**config.mk**
```make
export PLATFORM = sky130hd
export DESIGN_NAME = ucsbece154b_bpred_ctrl
export DESIGN_NICKNAME = d
export VERILOG_FILES = /design/src/rtl/ucsbece154b_bpred_ctrl_pkg.sv /design/src/rtl/ucsbece154b_bpred_ctrl_meta_reg.sv /design/src/rtl/ucsbece154b_bpred_ctrl.sv
export SDC_FILE = /design/constraint.sdc
export NUM_CORES = 1
export LEC_CHECK = 0
export ABC_AREA = 1
export ABC_CLOCK_PERIOD_IN_PS = 10300
export CORE_ASPECT_RATIO = 1.25
export CORE_MARGIN = 2
export CORE_UTILIZATION = 45
export DETAILED_ROUTE_END_ITERATION = 7
export PLACE_DENSITY = 0.85
export SKIP_LAST_GASP = 1
export SLEW_MARGIN = 5
export SYNTH_ARGS = -nofsm -noshare
export SYNTH_HDL_FRONTEND = slang
export SYNTH_SLANG_ARGS = --single-unit
```
**constraint.sdc**
```tcl
create_clock -name clk -period 10.3 [get_ports clk]
set_input_delay 2.06 -clock clk [delete_from_list [all_inputs] [get_ports clk]]
set_output_delay 2.06 -clock clk [all_outputs]
set_load 0.01 [all_outputs]
```
**src/rtl/ucsbece154b_bpred_ctrl_pkg.sv**
```systemverilog
// Shared opcodes, FSM state constants and decode helpers for the branch-prediction controller.
package ucsbece154b_bpred_ctrl_pkg;

    localparam logic [6:0] instr_branch_op = 7'b1100011;
    localparam logic [6:0] instr_jal_op    = 7'b1101111;
    localparam logic [6:0] instr_jalr_op   = 7'b1100111;

    localparam logic [1:0] ST_INIT    = 2'd0;
    localparam logic [1:0] ST_RUN     = 2'd1;
    localparam logic [1:0] ST_RECOVER = 2'd2;

    function automatic logic is_branch(input logic [6:0] op);
        return op == instr_branch_op;
    endfunction

    function automatic logic is_jump(input logic [6:0] op);
        return (op == instr_jal_op) || (op == instr_jalr_op);
    endfunction

endpackage

```
**src/rtl/ucsbece154b_bpred_ctrl_meta_reg.sv**
```systemverilog
// Prediction-metadata pipeline register with load enable and clear (clear wins).
module ucsbece154b_bpred_meta_reg #(
    parameter int unsigned IDX_W = 5
) (
    input  logic             clk,
    input  logic             rst,
    input  logic             i_en,
    input  logic             i_clr,
    input  logic             i_valid,
    input  logic [31:0]      i_pc,
    input  logic             i_taken,
    input  logic [31:0]      i_target,
    input  logic [IDX_W-1:0] i_idx,
    output logic             o_valid,
    output logic [31:0]      o_pc,
    output logic             o_taken,
    output logic [31:0]      o_target,
    output logic [IDX_W-1:0] o_idx
);

    logic             r_valid;
    logic [31:0]      r_pc;
    logic             r_taken;
    logic [31:0]      r_target;
    logic [IDX_W-1:0] r_idx;

    always_ff @(posedge clk or posedge rst) begin
        if (rst) begin
            r_valid  <= 1'b0;
            r_pc     <= '0;
            r_taken  <= 1'b0;
            r_target <= '0;
            r_idx    <= '0;
        end else if (i_clr) begin
            r_valid  <= 1'b0;
            r_pc     <= '0;
            r_taken  <= 1'b0;
            r_target <= '0;
            r_idx    <= '0;
        end else if (i_en) begin
            r_valid  <= i_valid;
            r_pc     <= i_pc;
            r_taken  <= i_taken;
            r_target <= i_target;
            r_idx    <= i_idx;
        end
    end

    assign o_valid  = r_valid;
    assign o_pc     = r_pc;
    assign o_taken  = r_taken;
    assign o_target = r_target;
    assign o_idx    = r_idx;

endmodule

```
**src/rtl/ucsbece154b_bpred_ctrl.sv**
```systemverilog
// Branch-prediction sequencer: carries prediction metadata to Execute, detects mispredicts,
// drives redirect/flush and all PHT/BTB/GHR writes. Optional counters under BPRED_STATS_EN.
module ucsbece154b_bpred_ctrl
    import ucsbece154b_bpred_ctrl_pkg::*;
#(
    parameter int unsigned NUM_BTB_ENTRIES = 32,
    parameter int unsigned NUM_GHR_BITS    = 5
) (
    input  logic                               clk,
    input  logic                               reset_i,
    input  logic [31:0]                        pcF_i,
    input  logic                               BranchTakenF_i,
    input  logic [31:0]                        BTBtargetF_i,
    input  logic [NUM_GHR_BITS-1:0]            PHTreadaddressF_i,
    input  logic                               StallD_i,
    input  logic                               FlushE_i,
    input  logic [6:0]                         opE_i,
    input  logic                               ActualTakenE_i,
    input  logic [31:0]                        ActualTargetE_i,
    output logic [31:0]                        PCNextF_o,
    output logic                               MispredictE_o,
    output logic                               FlushD_o,
    output logic                               FlushE_o,
    output logic                               PHTwe_o,
    output logic                               PHTincrement_o,
    output logic [NUM_GHR_BITS-1:0]            PHTwriteaddress_o,
    output logic                               BTB_we_o,
    output logic [$clog2(NUM_BTB_ENTRIES)-1:0] BTBwriteaddress_o,
    output logic [31:0]                        BTBwritedata_o,
    output logic                               GHRreset_o
`ifdef BPRED_STATS_EN
    ,
    output logic [31:0]                        branchCount_o,
    output logic [31:0]                        mispredCount_o
`endif
);

    localparam int unsigned BTB_IDX_W = $clog2(NUM_BTB_ENTRIES);

    logic [1:0]              r_state;
    logic                    w_run;

    logic                    w_validD;
    logic [31:0]             w_pcD;
    logic                    w_takenD;
    logic [31:0]             w_targetD;
    logic [NUM_GHR_BITS-1:0] w_idxD;

    logic                    w_validE;
    logic [31:0]             w_pcE;
    logic                    w_takenE;
    logic [31:0]             w_targetE;
    logic [NUM_GHR_BITS-1:0] w_idxE;

    logic                    w_branchE;
    logic                    w_jumpE;
    logic                    w_ctrlE;
    logic                    w_mispredict;
    logic                    w_fd_en;
    logic                    w_de_clr;

    assign w_run     = (r_state == ST_RUN);
    assign w_branchE = is_branch(opE_i);
    assign w_jumpE   = is_jump(opE_i);
    assign w_ctrlE   = w_branchE | w_jumpE;

    // Target mismatch only matters when both sides agree the transfer is taken.
    assign w_mispredict = w_run & w_validE & w_ctrlE &
                          ((w_takenE != ActualTakenE_i) |
                           (w_takenE & ActualTakenE_i & (w_targetE != ActualTargetE_i)));

    assign MispredictE_o = w_mispredict;
    assign FlushD_o      = w_mispredict;
    assign FlushE_o      = w_mispredict | FlushE_i;

    // A redirect must reach D even while the hazard unit requests a stall.
    assign w_fd_en  = ~StallD_i | w_mispredict;
    assign w_de_clr = FlushE_o | StallD_i;

    ucsbece154b_bpred_meta_reg #(
        .IDX_W (NUM_GHR_BITS)
    ) u_meta_fd (
        .clk      (clk),
        .rst      (reset_i),
        .i_en     (w_fd_en),
        .i_clr    (FlushD_o),
        .i_valid  (1'b1),
        .i_pc     (pcF_i),
        .i_taken  (BranchTakenF_i),
        .i_target (BTBtargetF_i),
        .i_idx    (PHTreadaddressF_i),
        .o_valid  (w_validD),
        .o_pc     (w_pcD),
        .o_taken  (w_takenD),
        .o_target (w_targetD),
        .o_idx    (w_idxD)
    );

    ucsbece154b_bpred_meta_reg #(
        .IDX_W (NUM_GHR_BITS)
    ) u_meta_de (
        .clk      (clk),
        .rst      (reset_i),
        .i_en     (1'b1),
        .i_clr    (w_de_clr),
        .i_valid  (w_validD),
        .i_pc     (w_pcD),
        .i_taken  (w_takenD),
        .i_target (w_targetD),
        .i_idx    (w_idxD),
        .o_valid  (w_validE),
        .o_pc     (w_pcE),
        .o_taken  (w_takenE),
        .o_target (w_targetE),
        .o_idx    (w_idxE)
    );

    always_comb begin
        PCNextF_o = pcF_i + 32'd4;
        if (w_mispredict) begin
            PCNextF_o = ActualTakenE_i ? ActualTargetE_i : (w_pcE + 32'd4);
        end else if (BranchTakenF_i) begin
            PCNextF_o = BTBtargetF_i;
        end
    end

    assign PHTwe_o           = w_run & w_validE & w_branchE;
    assign PHTincrement_o    = ActualTakenE_i;
    assign PHTwriteaddress_o = w_idxE;

    assign BTB_we_o          = w_run & w_validE & w_ctrlE & ActualTakenE_i &
                               (~w_takenE | (w_targetE != ActualTargetE_i));
    assign BTBwriteaddress_o = w_pcE[BTB_IDX_W+1:2];
    assign BTBwritedata_o    = ActualTargetE_i;

    assign GHRreset_o = (r_state == ST_INIT);

    always_ff @(posedge clk or posedge reset_i) begin
        if (reset_i) begin
            r_state <= ST_INIT;
        end else begin
            case (r_state)
                ST_INIT:    r_state <= ST_RUN;
                ST_RUN:     r_state <= w_mispredict ? ST_RECOVER : ST_RUN;
                ST_RECOVER: r_state <= ST_RUN;
                default:    r_state <= ST_INIT;
            endcase
        end
    end

`ifdef BPRED_STATS_EN
    logic [31:0] r_branch_cnt;
    logic [31:0] r_mispred_cnt;

    always_ff @(posedge clk or posedge reset_i) begin
        if (reset_i) begin
            r_branch_cnt  <= '0;
            r_mispred_cnt <= '0;
        end else begin
            if (w_run && w_validE && w_ctrlE && (r_branch_cnt != '1)) begin
                r_branch_cnt <= r_branch_cnt + 32'd1;
            end
            if (w_mispredict && (r_mispred_cnt != '1)) begin
                r_mispred_cnt <= r_mispred_cnt + 32'd1;
            end
        end
    end

    assign branchCount_o  = r_branch_cnt;
    assign mispredCount_o = r_mispred_cnt;
`endif

endmodule
```
Yosys cells after proc, flatten, opt, wreduce, memory -nomap -nowiden. Cells that the tools add are included. W data, S select, Z words.

Logic and storage cells: 60. Output and inout bits: 81. Flip-flop bits (word level): 144.

Mux-type cells: 20. Bitwise operators: 16. Reduce and logical (&&, ||, !) cells: 4. Add/subtract/negate cells: 2. Eq/ne operators: 7.

Operator list (count): $mux W32 (9); $add A32 B3 Y32 const B (2); $ne A32 B32 Y1 (1); $eq A7 B7 Y1 const B (3); $mux W5 (3); $and A1 B1 Y1 (8); $mux W1 (6); $or A1 B1 Y1 (6); $pmux W2 S2 (1); $eq A2 B1 Y1 const B (1); $eq A2 B2 Y1 const B (1); $logic_not A2 Y1 (1); $mux W2 (1); $not A1 Y1 (2); $reduce_bool A2 Y1 (1); $reduce_or A2 Y1 (1); $logic_or A1 B1 Y1 (1); $ne A1 B1 Y1 (1).

Logic depth before layout (Yosys ltp).
Word-level depth: 8. Depth in mapped cells: 15. Gate-level depth less buffers: 14.

Hierarchy. A second synthesis with hierarchy kept.

Cells, all modules: 1392. Area, all modules: 9599.2 um^2.

Modules (own cells, without submodules): ucsbece154b_bpred_meta_reg (times used 2, area an instance 2881.5 um^2, seq. area each 1776.7 um^2, cells each 309); ucsbece154b_bpred_ctrl (times used 1, area an instance 3836.2 um^2, seq. area each 50.0 um^2, cells each 774).

Worst setup path before layout. No wires, ideal clock.

Kind: input to output. From: input port pcF_i[2]. To: output port PCNextF_o[25]. Data arrival time: 3.166 ns. Cell stages on the path: 11. Setup slack: 5.074 ns. Cells stage by stage: nand3_1 -> nor2_2 -> nand2_1 -> nor2_4 -> nand2_1 -> nor2_1 -> xor2_1 -> nand2_1 -> nand2_1 -> nand2_1 -> nand2_1.

Cells in the longest elaborated chain, start to end: 3.

RTL lines: start: declaration (RTL line ucsbece154b_bpred_ctrl.sv:11) `input logic [31:0] pcF_i,`; $add A32 B3 Y32 (RTL line ucsbece154b_bpred_ctrl.sv:119) `PCNextF_o = pcF_i + 32'd4;`; $mux W32 (RTL line ucsbece154b_bpred_ctrl.sv:122) `end else if (BranchTakenF_i) begin`; $mux W32 (RTL line ucsbece154b_bpred_ctrl.sv:120) `if (w_mispredict) begin`; end: declaration (RTL line ucsbece154b_bpred_ctrl.sv:20) `output logic [31:0] PCNextF_o,`.

No other way between the ends.

Worst setup path in the final report.
From: input port ActualTargetE_i[1]. To: output port PCNextF_o[22].

Cells in the longest elaborated chain, start to end: 5.

RTL lines: start: declaration (RTL line ucsbece154b_bpred_ctrl.sv:19) `input logic [31:0] ActualTargetE_i,`; $ne A32 B32 Y1 (RTL line ucsbece154b_bpred_ctrl.sv:70) `(w_takenE & ActualTakenE_i & (w_targetE != ActualTargetE_i)));`; $and A1 B1 Y1 (RTL line ucsbece154b_bpred_ctrl.sv:70); $or A1 B1 Y1 (RTL line ucsbece154b_bpred_ctrl.sv:69) `((w_takenE != ActualTakenE_i) |`; $and A1 B1 Y1 (RTL line ucsbece154b_bpred_ctrl.sv:68) `assign w_mispredict = w_run & w_validE & w_ctrlE &`; $mux W32 (RTL line ucsbece154b_bpred_ctrl.sv:120).

No other way between the ends.

==> results.py <==
metrics = {
    "status": {
        "status": "finished clean",
    },
    "cts": {
        "post_cts_buffers": 0,
        "clock_sinks": 144,
        "cts.repair.resized": 0,
        "root_buffer": "clkbuf_16",
        "cts_buffers": 17,
        "htree_levels": 4,
        "cts_tree": "yes",
        "clock_latency_ns": 0.42,
        "clk_path_buf_depth": 2,
        "clk_pin_slew_worst_paths_ns": 0.06,
        "cts_hold_buf": 0,
    },
    "floorplanning": {
        "rows": 56,
        "die_area_um2": 20000,
        "die_h_um": 158,
        "die_w_um": 127,
        "io_pins": 195,
        "core_area_um2": 18600,
        "initial_core_util": 0.456,
    },
    "min_path": {
        "hp-class": "flop to flop",
        "hold_path.startpoint": "r_state[0]",
    },
    "placed_design": {
        "io_buffer_count": 194,
        "dp_hpwl_um": 18200,
        "gp_congestion": 0.947,
    },
    "synthesis": {
        "syn_nets": 1329,
        "synth_area_um2": 8500,
        "ys.flop_type": "dfrtp_1",
        "synth_area_leader_cell": "dfrtp_1",
        "postSynthCellCount": 1212,
        "synth_common_cells": "nand2_1, nor2_1, dfrtp_1, inv_1, o21ai_0",
        "synth_cell_types": 39,
        "synth.most_common_cell": "nand2_1",
        "ys_seq_elements": 144,
        "syn_avg_cell_area_um2": 7.01,
        "synth.area.top_cells": "dfrtp_1, nand2_1, nor2_1",
        "synth-async-reset-ratio": 1.00,
        "ys_seq_area_frac": 0.424,
        "synth_edf_count": 0,
        "yosys_warnings": 0,
        "synth_top_area_frac": 0.424,
    },
    "power_and_ir_drop": {
        "power_w": 0.00151,
        "p_per_area_nw_per_um2": 139,
        "p_leak_nw": 5.19,
        "ir_drop_mv": 0.127,
    },
    "global_routing": {
        "grt_pass1_wl_um": 39600,
        "grt_max_degree": 95,
        "overflow": 0,
        "grt_usage": 0.254,
        "grt_pass1_vias": 7669,
        "grt_antenna_before_repair": 0,
    },
    "job": {
        "maxCapViolations": 0,
    },
    "layout": {
        "drive_gt1_frac": 0.0442,
        "diodes": 0,
        "num-fill-cells": 1681,
        "area_growth_pct": 27.8,
        "fin_nets": 1461,
    },
    "timing": {
        "setup_violations": 0,
        "tightestPinTransition_ns": 0.925,
        "final.setup_skew_ns": 0.0127,
        "min_period_over_period": 0.721,
        "holdWs_ns": 0.473,
        "hold_viol_final": 0,
        "fmax_mhz": 135,
        "slew_viol_final": 0,
        "fin_crit_ns": 7.43,
        "maxSlewHeadroom": 0.381,
        "tns_ns": 0,
        "rsz0062_at_grt": "no",
    },
    "drt": {
        "drt.antenna.violating_nets": 0,
        "via_per_inst": 5.04,
        "drt_pre_antenna_iters": 5,
        "drc_errors": 0,
        "drt_wl_total_um": 25400,
        "dr_total_vias": 8011,
        "wl_per_cell_um": 16.0,
        "drt_iter0_markers": 751,
    },
    "critical_path": {
        "end_kind": "output port",
        "crit_path_cell_trace": "clkdlybuf4s50_1, xnor2_1, nand2_1, nor2_1, nand2_1, nor2_1, nand2_1, nand2_1, nand2_1, nand2_2, inv_2, buf_4, nand2_1, nand2_1, clkdlybuf4s50_1",
        "start_kind": "primary input",
        "regToRegStartpoint": "u_meta_de.o_target[1]",
        "crit_start": "ActualTargetE_i[1]",
        "max_stage_delay_ns": 0.67,
        "worstPathMaxFanout": 53,
        "crit_family": "simple AND/OR/NAND/NOR gates",
        "crit_slowest_cell": "nand2_2",
        "cp.arrival_ns": 5.37,
        "critPathBufInv": 4,
        "crit_path_frequent_cell": "nand2_1",
        "crit_required_ns": 8.24,
        "critical_path_class": "primary input to output port",
    },
}
[worst paths after layout]
check / slack [ns] / end / depth (start not counted)
max: 2.87 / PCNextF_o[22] / 15
min: 0.47 / r_state[0] / 1
max reg2reg: 7.40 / u_meta_de.o_pc[19] / 12
min reg2reg: 0.47 / r_state[0] / 1
max in group asynchronous: 6.87 / u_meta_fd.o_target[29] / 3
min in group asynchronous: 2.15 / u_meta_fd.o_pc[4] / 2
[layer usage]
layer | global-route usage | up-vias | part of all wire
met5 | 0 | - | 0
met4 | 0.0973 | 0 | 0.029
met3 | 0.0375 | 43 | 0.066
met2 | 0.438 | 308 | 0.49
met1 | 0.324 | 3715 | 0.41
li1 | - | 3945 | -
[cell usage in the layout, fill, tap and decap left out, drive strengths merged, types with 6 or more instances in the layout]
cell | synthesis | layout
dfrtp | 144 | 144
nand4 | 16 | 16
xor2 | 19 | 19
clkdlybuf4s50 | 0 | 192
nand2 | 356 | 356
nand3 | 32 | 32
mux2i | 8 | 8
o21ai | 114 | 114
a21oi | 6 | 6
inv | 139 | 140
nor3 | 9 | 9
buf | 62 | 9
or2 | 7 | 7
xnor2 | 33 | 33
nor2 | 219 | 219
clkbuf | 26 | 20
[power by group]
| group | leakage, nW | switching (W) | internal [W] |
|---|---|---|---|
| Clock | 0.281 | 0.000246 | 0.000376 |
| Sequential | 1.76 | 0.0000176 | 0.000605 |
| Combinational | 3.15 | 0.000146 | 0.000123 |
[final cells by class]
class	instances	area [µm²]	area share
multi-input cells	840	3850	0.354
flip-flops and latches	144	3600	0.332
repair buffers	201	1990	0.183
inverters	140	531	0.0489
clock buffers	20	467	0.0430
well taps	232	290	0.0267
clock inverters	12	134	0.0123
[logic make-up after synthesis]
| family | count (synthesis) | share of synthesized area |
|---|---|---|
| buf+inv | 228 | 0.123 |
| mux | 8 | 0.00942 |
| fa+ha+maj | 3 | 0.00442 |
| xor+xnor | 52 | 0.0536 |
| flops | 144 | 0.424 |
| simple gates | 645 | 0.304 |
| compound gates | 132 | 0.0817 |
[flip-flops by register name, indices dropped and copies added (netlist names)]
signal and cells:
r_state 2, u_meta_de.o_idx 5, u_meta_fd.o_valid 1, u_meta_de.o_pc 32
u_meta_de.o_taken 1, u_meta_de.o_target 32, u_meta_fd.o_taken 1, u_meta_fd.o_pc 32
u_meta_fd.o_idx 5, u_meta_de.o_valid 1, u_meta_fd.o_target 32
[per-stage QoR]
stage / area [µm²] / utilization / cells / worst slack [ns]
3_5_place_dp: 10300 / 0.550 / 1557 / 2.99
3_3_place_gp: 10300 / 0.550 / 1557 / 3.05
6_report: 10900 / 0.583 / 1589 / 2.87
4_1_cts: 10900 / 0.583 / 1589 / 2.94
2_1_floorplan: 8500 / - / 1212 / 4.37
5_1_grt: 10900 / 0.583 / 1589 / 2.58
Power figures use the tool's default switching activity.
==> RTL edit 1, RTL diff (config.mk and constraints unchanged) <==
Add an input register stage for `BTBtargetF_i` and `ActualTargetE_i`, cleared by the reset; this delays them by one clock. The other inputs are not delayed to match.
--- a/src/rtl/ucsbece154b_bpred_ctrl.sv
+++ b/src/rtl/ucsbece154b_bpred_ctrl.sv
@@ -37,6 +37,19 @@
 
     localparam int unsigned BTB_IDX_W = $clog2(NUM_BTB_ENTRIES);
 
+    logic [31:0] BTBtargetF_q;
+    logic [31:0] ActualTargetE_q;
+
+    always_ff @(posedge clk or posedge reset_i) begin
+        if (reset_i) begin
+            BTBtargetF_q    <= '0;
+            ActualTargetE_q <= '0;
+        end else begin
+            BTBtargetF_q    <= BTBtargetF_i;
+            ActualTargetE_q <= ActualTargetE_i;
+        end
+    end
+
     logic [1:0]              r_state;
     logic                    w_run;
 
@@ -67,7 +80,7 @@
     // Target mismatch only matters when both sides agree the transfer is taken.
     assign w_mispredict = w_run & w_validE & w_ctrlE &
                           ((w_takenE != ActualTakenE_i) |
-                           (w_takenE & ActualTakenE_i & (w_targetE != ActualTargetE_i)));
+                           (w_takenE & ActualTakenE_i & (w_targetE != ActualTargetE_q)));
 
     assign MispredictE_o = w_mispredict;
     assign FlushD_o      = w_mispredict;
@@ -87,7 +100,7 @@
         .i_valid  (1'b1),
         .i_pc     (pcF_i),
         .i_taken  (BranchTakenF_i),
-        .i_target (BTBtargetF_i),
+        .i_target (BTBtargetF_q),
         .i_idx    (PHTreadaddressF_i),
         .o_valid  (w_validD),
         .o_pc     (w_pcD),
@@ -118,9 +131,9 @@
     always_comb begin
         PCNextF_o = pcF_i + 32'd4;
         if (w_mispredict) begin
-            PCNextF_o = ActualTakenE_i ? ActualTargetE_i : (w_pcE + 32'd4);
+            PCNextF_o = ActualTakenE_i ? ActualTargetE_q : (w_pcE + 32'd4);
         end else if (BranchTakenF_i) begin
-            PCNextF_o = BTBtargetF_i;
+            PCNextF_o = BTBtargetF_q;
         end
     end
 
@@ -129,9 +142,9 @@
     assign PHTwriteaddress_o = w_idxE;
 
     assign BTB_we_o          = w_run & w_validE & w_ctrlE & ActualTakenE_i &
-                               (~w_takenE | (w_targetE != ActualTargetE_i));
+                               (~w_takenE | (w_targetE != ActualTargetE_q));
     assign BTBwriteaddress_o = w_pcE[BTB_IDX_W+1:2];
-    assign BTBwritedata_o    = ActualTargetE_i;
+    assign BTBwritedata_o    = ActualTargetE_q;
 
     assign GHRreset_o = (r_state == ST_INIT);
 
Formal check against the unedited RTL: not equivalent (Yosys sat finds a counterexample within 4 cycles, from zero or initial values and one cycle with reset_i high).
==> RTL edit 1 against the original RTL <==
- critical endpoint is now PCNextF_o[28]
- highest routed layer unchanged
- area after synthesis rose by 16%
- cell count rose by 7.1%
- sequential power rose by 44%
- global-route usage fell by 1.2 points
- combinational power fell by 2%
- register-to-register slack got worse by 0.61 ns
- synthesized cell count rose by 2.4%
- sequential cell count rose by 64
- via count rose by 7.0%
- power rose by 30%
- design area rose by 16%
- critical path depth fell by 5
- routed wire length rose by 8.1%
- setup slack got worse by 0.063 ns
==> RTL edit 1: results (changes against the original RTL) <==
Global routing
  • Met2 Use GR: 0.4151 (-0.02292)
  • Vias in the first global route: 8384 (+9.3%)
  • GRT Total Usage: 0.2423 (-0.01179)
  • Grt met1 use: 0.3087 (-0.01538)
  • Initial antenna violation count: 2 (+2)
  • Largest net degree at the start of global routing: 134 (+41%)
  • M3 GR Usage: 0.03345 (-0.004060)
  • First-pass GRT wire length: 43.61 mm (+10%)

Synth
  • Post-Syn Nets: 1358 (+2.2%)
  • Most frequent cells after synthesis: nand2_1 (344), nor2_1 (209), dfrtp_1 (208), inv_1 (143), o21ai_0 (114)
  • Synth top area cells: dfrtp_1 (53%), nand2_1 (13%), nor2_1 (8.0%), o21ai_0 (5.8%), inv_1 (5.4%)
  • Post-synthesis sequential area ratio: 0.5281 (+0.1040)
  • Post-synth top area share: 0.5281 (+0.1040)
  • Ys flop type: dfrtp_1
  • Xor-xnor portion of the synthesized cell area: 0.04087 (-0.01272)
  • Synth Instances: 1241 (+2.4%)
  • Adder-Cell Fraction of Synth Area: 0.003808 (-0.0006089)
  • Post-synth EDFFs: 0 (unchanged)
  • Synth Area in Compound Gates: 0.07565 (-0.006060)
  • Mux share of post-synthesis cell area: 0.007108 (-0.002314)

Pwr
  • Max IR drop VDD: 149.9 uV (+18%)
  • Leakage: 6.091 nW (+17%)

Detailed routing
  • Via density: 5.035 (-0.12%)
  • Wire per inst: 16.11 um (+0.93%)
  • DRT Pass-1 Iters: 8 (+3)
  • Initial drt markers: 715 (-4.8%)

Placement
  • Dpl ws: 2.820 ns (-0.1735 ns)
  • DP HPWL: 19.42 mm (+6.9%)
  • Placement Cell Area: 0.01190 mm2 (+16%)
  • GP Congestion: 0.8908 (-6.0%)
  • Port-buffer cells: 194 (unchanged)

Worst setup path
  • Delay-heaviest family, CP: buffers and inverters
  • Slowest-stage cell, CP: inv_2
  • Worst setup EP type: output pin
  • Arrival time worst endpoint: 5.43 ns (+0.06 ns)
  • CP Max Fanout: 54 (+1.9%)
  • Critical Path Max Stage Delay: 0.97 ns (+0.30 ns)

Cells and area
  • Fill count: 1834 (+9.1%)
  • Share of layout cells above drive strength 1: 0.04293 (-0.001288)
  • Post-Layout Cell Count: 1702 (+7.1%)
  • Layout Nets: 1525 (+4.4%)

Timing
  • Clock Skew: 0.01055 ns (-0.002105 ns)
  • Slew @ Worst Pin: 1.166 ns (+0.2418 ns)

Clock tree
  • Clock Latency Late Sink: 0.50 ns (+0.08 ns)
  • # H-tree levels: 1 (-3)
  • Post-CTS Setup Repair Bufs: 0 (unchanged)
  • Max Buffers Root-to-Sink: 3 (+1)
  • Post-CTS Resized: 0 (unchanged)
  • CTS buffer count: 21 (+4)
  • Root Buffer: clkbuf_16

Worst hold path
  • HP Class: reg -> reg

Outcome
  • Status: completed
RTL edit 1: cell count changes after synthesis, sizes merged, moves of 6 or more:
| cell | change |
|---|---|
| dfrtp | +64 |
| buf | -36 |
| nand2 | -10 |
| nand3 | +7 |
| inv | +6 |
RTL edit 1: area by class of cell:
cell class / count / area, um2 / share of cell area
Clock inverter: 6 / 130.1 / 0.01030
Sequential cell: 208 / 5205 / 0.4119
Inverter: 145 / 551.8 / 0.04366
Multi-Input combinational cell: 832 / 3817 / 0.3021
Timing Repair Buffer: 200 / 1979 / 0.1566
Tap cell: 279 / 349.1 / 0.02762
Antenna cell: 2 / 5.005 / 0.0003960
Clock buffer: 30 / 599.3 / 0.04743
RTL edit 1: routing by layer:
layer	wire, um	vias up
met1	10990	4045
met4	1053	0
met5	0	-
met2	13610	303
met3	1751	77
li1	-	4145
RTL edit 1: final timing paths:
check	from	end	cells past startpoint	slack, ns
setup / recovery	opE_i[5]	PCNextF_o[28]	10	2.81
hold reg to reg	u_meta_fd.o_pc[4]$_DFFE_PP0P_	u_meta_de.o_pc[4]$_DFF_PP0_	2	0.48
min in group asynchronous	reset_i	BTBwritedata_o[10]$_DFF_PP0_	2	2.14
max in group asynchronous	reset_i	r_state[1]$_DFF_PP0_	3	6.59
setup reg to reg	BTBwritedata_o[0]$_DFF_PP0_	u_meta_fd.o_pc[13]$_DFFE_PP0P_	12	6.79
hold / removal	u_meta_fd.o_pc[4]$_DFFE_PP0P_	u_meta_de.o_pc[4]$_DFF_PP0_	2	0.48
RTL edit 1: power breakdown:
group,switching (mW),total (mW),internal [mW]
logic,0.141,0.263,0.122
clock network,0.309,0.812,0.503
registers,0.0298,0.900,0.870
==> RTL edit 2, RTL diff (same flow settings) <==
Made on the original files. Add a define of `BPRED_STATS_EN`.
--- a/src/rtl/ucsbece154b_bpred_ctrl.sv
+++ b/src/rtl/ucsbece154b_bpred_ctrl.sv
@@ -1,5 +1,7 @@
 // Branch-prediction sequencer: carries prediction metadata to Execute, detects mispredicts,
 // drives redirect/flush and all PHT/BTB/GHR writes. Optional counters under BPRED_STATS_EN.
+`define BPRED_STATS_EN
+
 module ucsbece154b_bpred_ctrl
     import ucsbece154b_bpred_ctrl_pkg::*;
 #(
Behaviour (old outputs only; new: branchCount_o and mispredCount_o): unchanged (equiv_simple and equiv_induct, registers matched by name and starting in step).
==> RTL edit 2 against the original RTL <==
- count of clock-buffer cells in the layout is 12 higher
- routed wire length up 54%
- design area increased by 43%
- non-clock buffer count increased by 66
- sequential cell count is 64 higher
- area after synthesis is 45% higher
- largest power group unchanged
- power is 29% higher
- setup slack improved by 0.11 ns
- largest cell class unchanged
==> RTL edit 2: results (changes against the original RTL) <==
Global routing
  • First-pass GRT wire length: 62.14 mm (+57%)
  • Vias in the first global route: 11720 (+53%)
  • Largest net degree at the start of global routing: 138 (+45%)

Pwr
  • Comb pwr share: 0.150 (-0.027)
  • Share of total power in the clock network: 0.401 (-0.010)
  • Clock group: 0.786 mW (+26%)
  • Max IR drop VDD: 106.6 uV (-16%)

Worst hold path
  • Hold Path Sink: u_meta_de.o_pc[22]$_DFF_PP0_
  • Hold path cells: 2 (+1)
  • Hold Startpoint: u_meta_fd.o_pc[22]$_DFFE_PP0P_

Clock tree
  • # H-tree levels: 1 (-3)
  • Clock Sinks: 208 (+44%)
  • CTS buffer count: 23 (+6)
  • Clock Latency Late Sink: 0.51 ns (+0.09 ns)

Cells and area
  • Clock buffer cells: 32 (+60%)
  • Layout non-clock buf frac: 0.1699 (-0.01305)
  • Design Area, Final: 0.01555 mm2 (+43%)
  • Inverters: 182 (+30%)

Worst setup path
  • Worst R2R Path Depth: 9 (-3)
  • R2r setup slk: 7.26 ns (-0.14 ns)
  • Setup crit start: ActualTargetE_i[18]

Synth
  • Synth top area cells: dfrtp_1 (42%), nand2_1 (16%), nor2_1 (7.8%), inv_1 (5.5%), o21ai_0 (4.6%)
  • Xor-xnor portion of the synthesized cell area: 0.06810 (+0.01451)
  • Synth Instances: 1731 (+43%)
  • Post-synthesis sequential area ratio: 0.4216 (-0.002464)
  • Post-Syn Nets: 1850 (+39%)
  • Synth Area in Compound Gates: 0.06232 (-0.01939)

Placement
  • DP HPWL: 28.73 mm (+58%)
  • GP Congestion: 0.9868 (+4.2%)

Detailed routing
  • Via density: 5.266 (+4.4%)
  • WL final: 38.94 mm (+54%)
  • Initial drt markers: 1046 (+39%)

Timing
  • Clock Skew: 0.01279 ns (+0.0001371 ns)

Floorplanning
  • Die area: 0.02879 mm2 (+44%)

Outcome
  • Status: completed
-- RTL edit 2: changes by cell type in the layout (fill, tap and decap cells not counted), moves of 36 or more --
cell	change
dfrtp_1	+64
nor2_1	+43
nand4_1	+41
xor2_1	+37
clkdlybuf4s50_1	+64
nor3_1	+36
inv_1	+45
nand2_1	+171
-- RTL edit 2: critical path: stages --
cell	delay (ns)
clkdlybuf4s50_1	0.60
inv_1	0.06
nand2_1	0.06
nand2_1	0.04
nand2_1	0.06
nor2_1	0.07
nand2_1	0.11
nor2_1	0.06
nand2_1	0.06
nand2_1	0.10
a21boi_4	0.77
buf_4	0.48
nand2_1	0.11
nand2_1	0.07
clkdlybuf4s50_1	0.53
-- RTL edit 2: metal layers --
metal / track usage / up-vias / part of all wire
met3: 0.04623 / 107 / 0.083
met5: 0 / - / 0
met4: 0.1136 / 0 / 0.044
met2: 0.4628 / 564 / 0.49
met1: 0.3283 / 5566 / 0.38
li1: - / 5758 / -
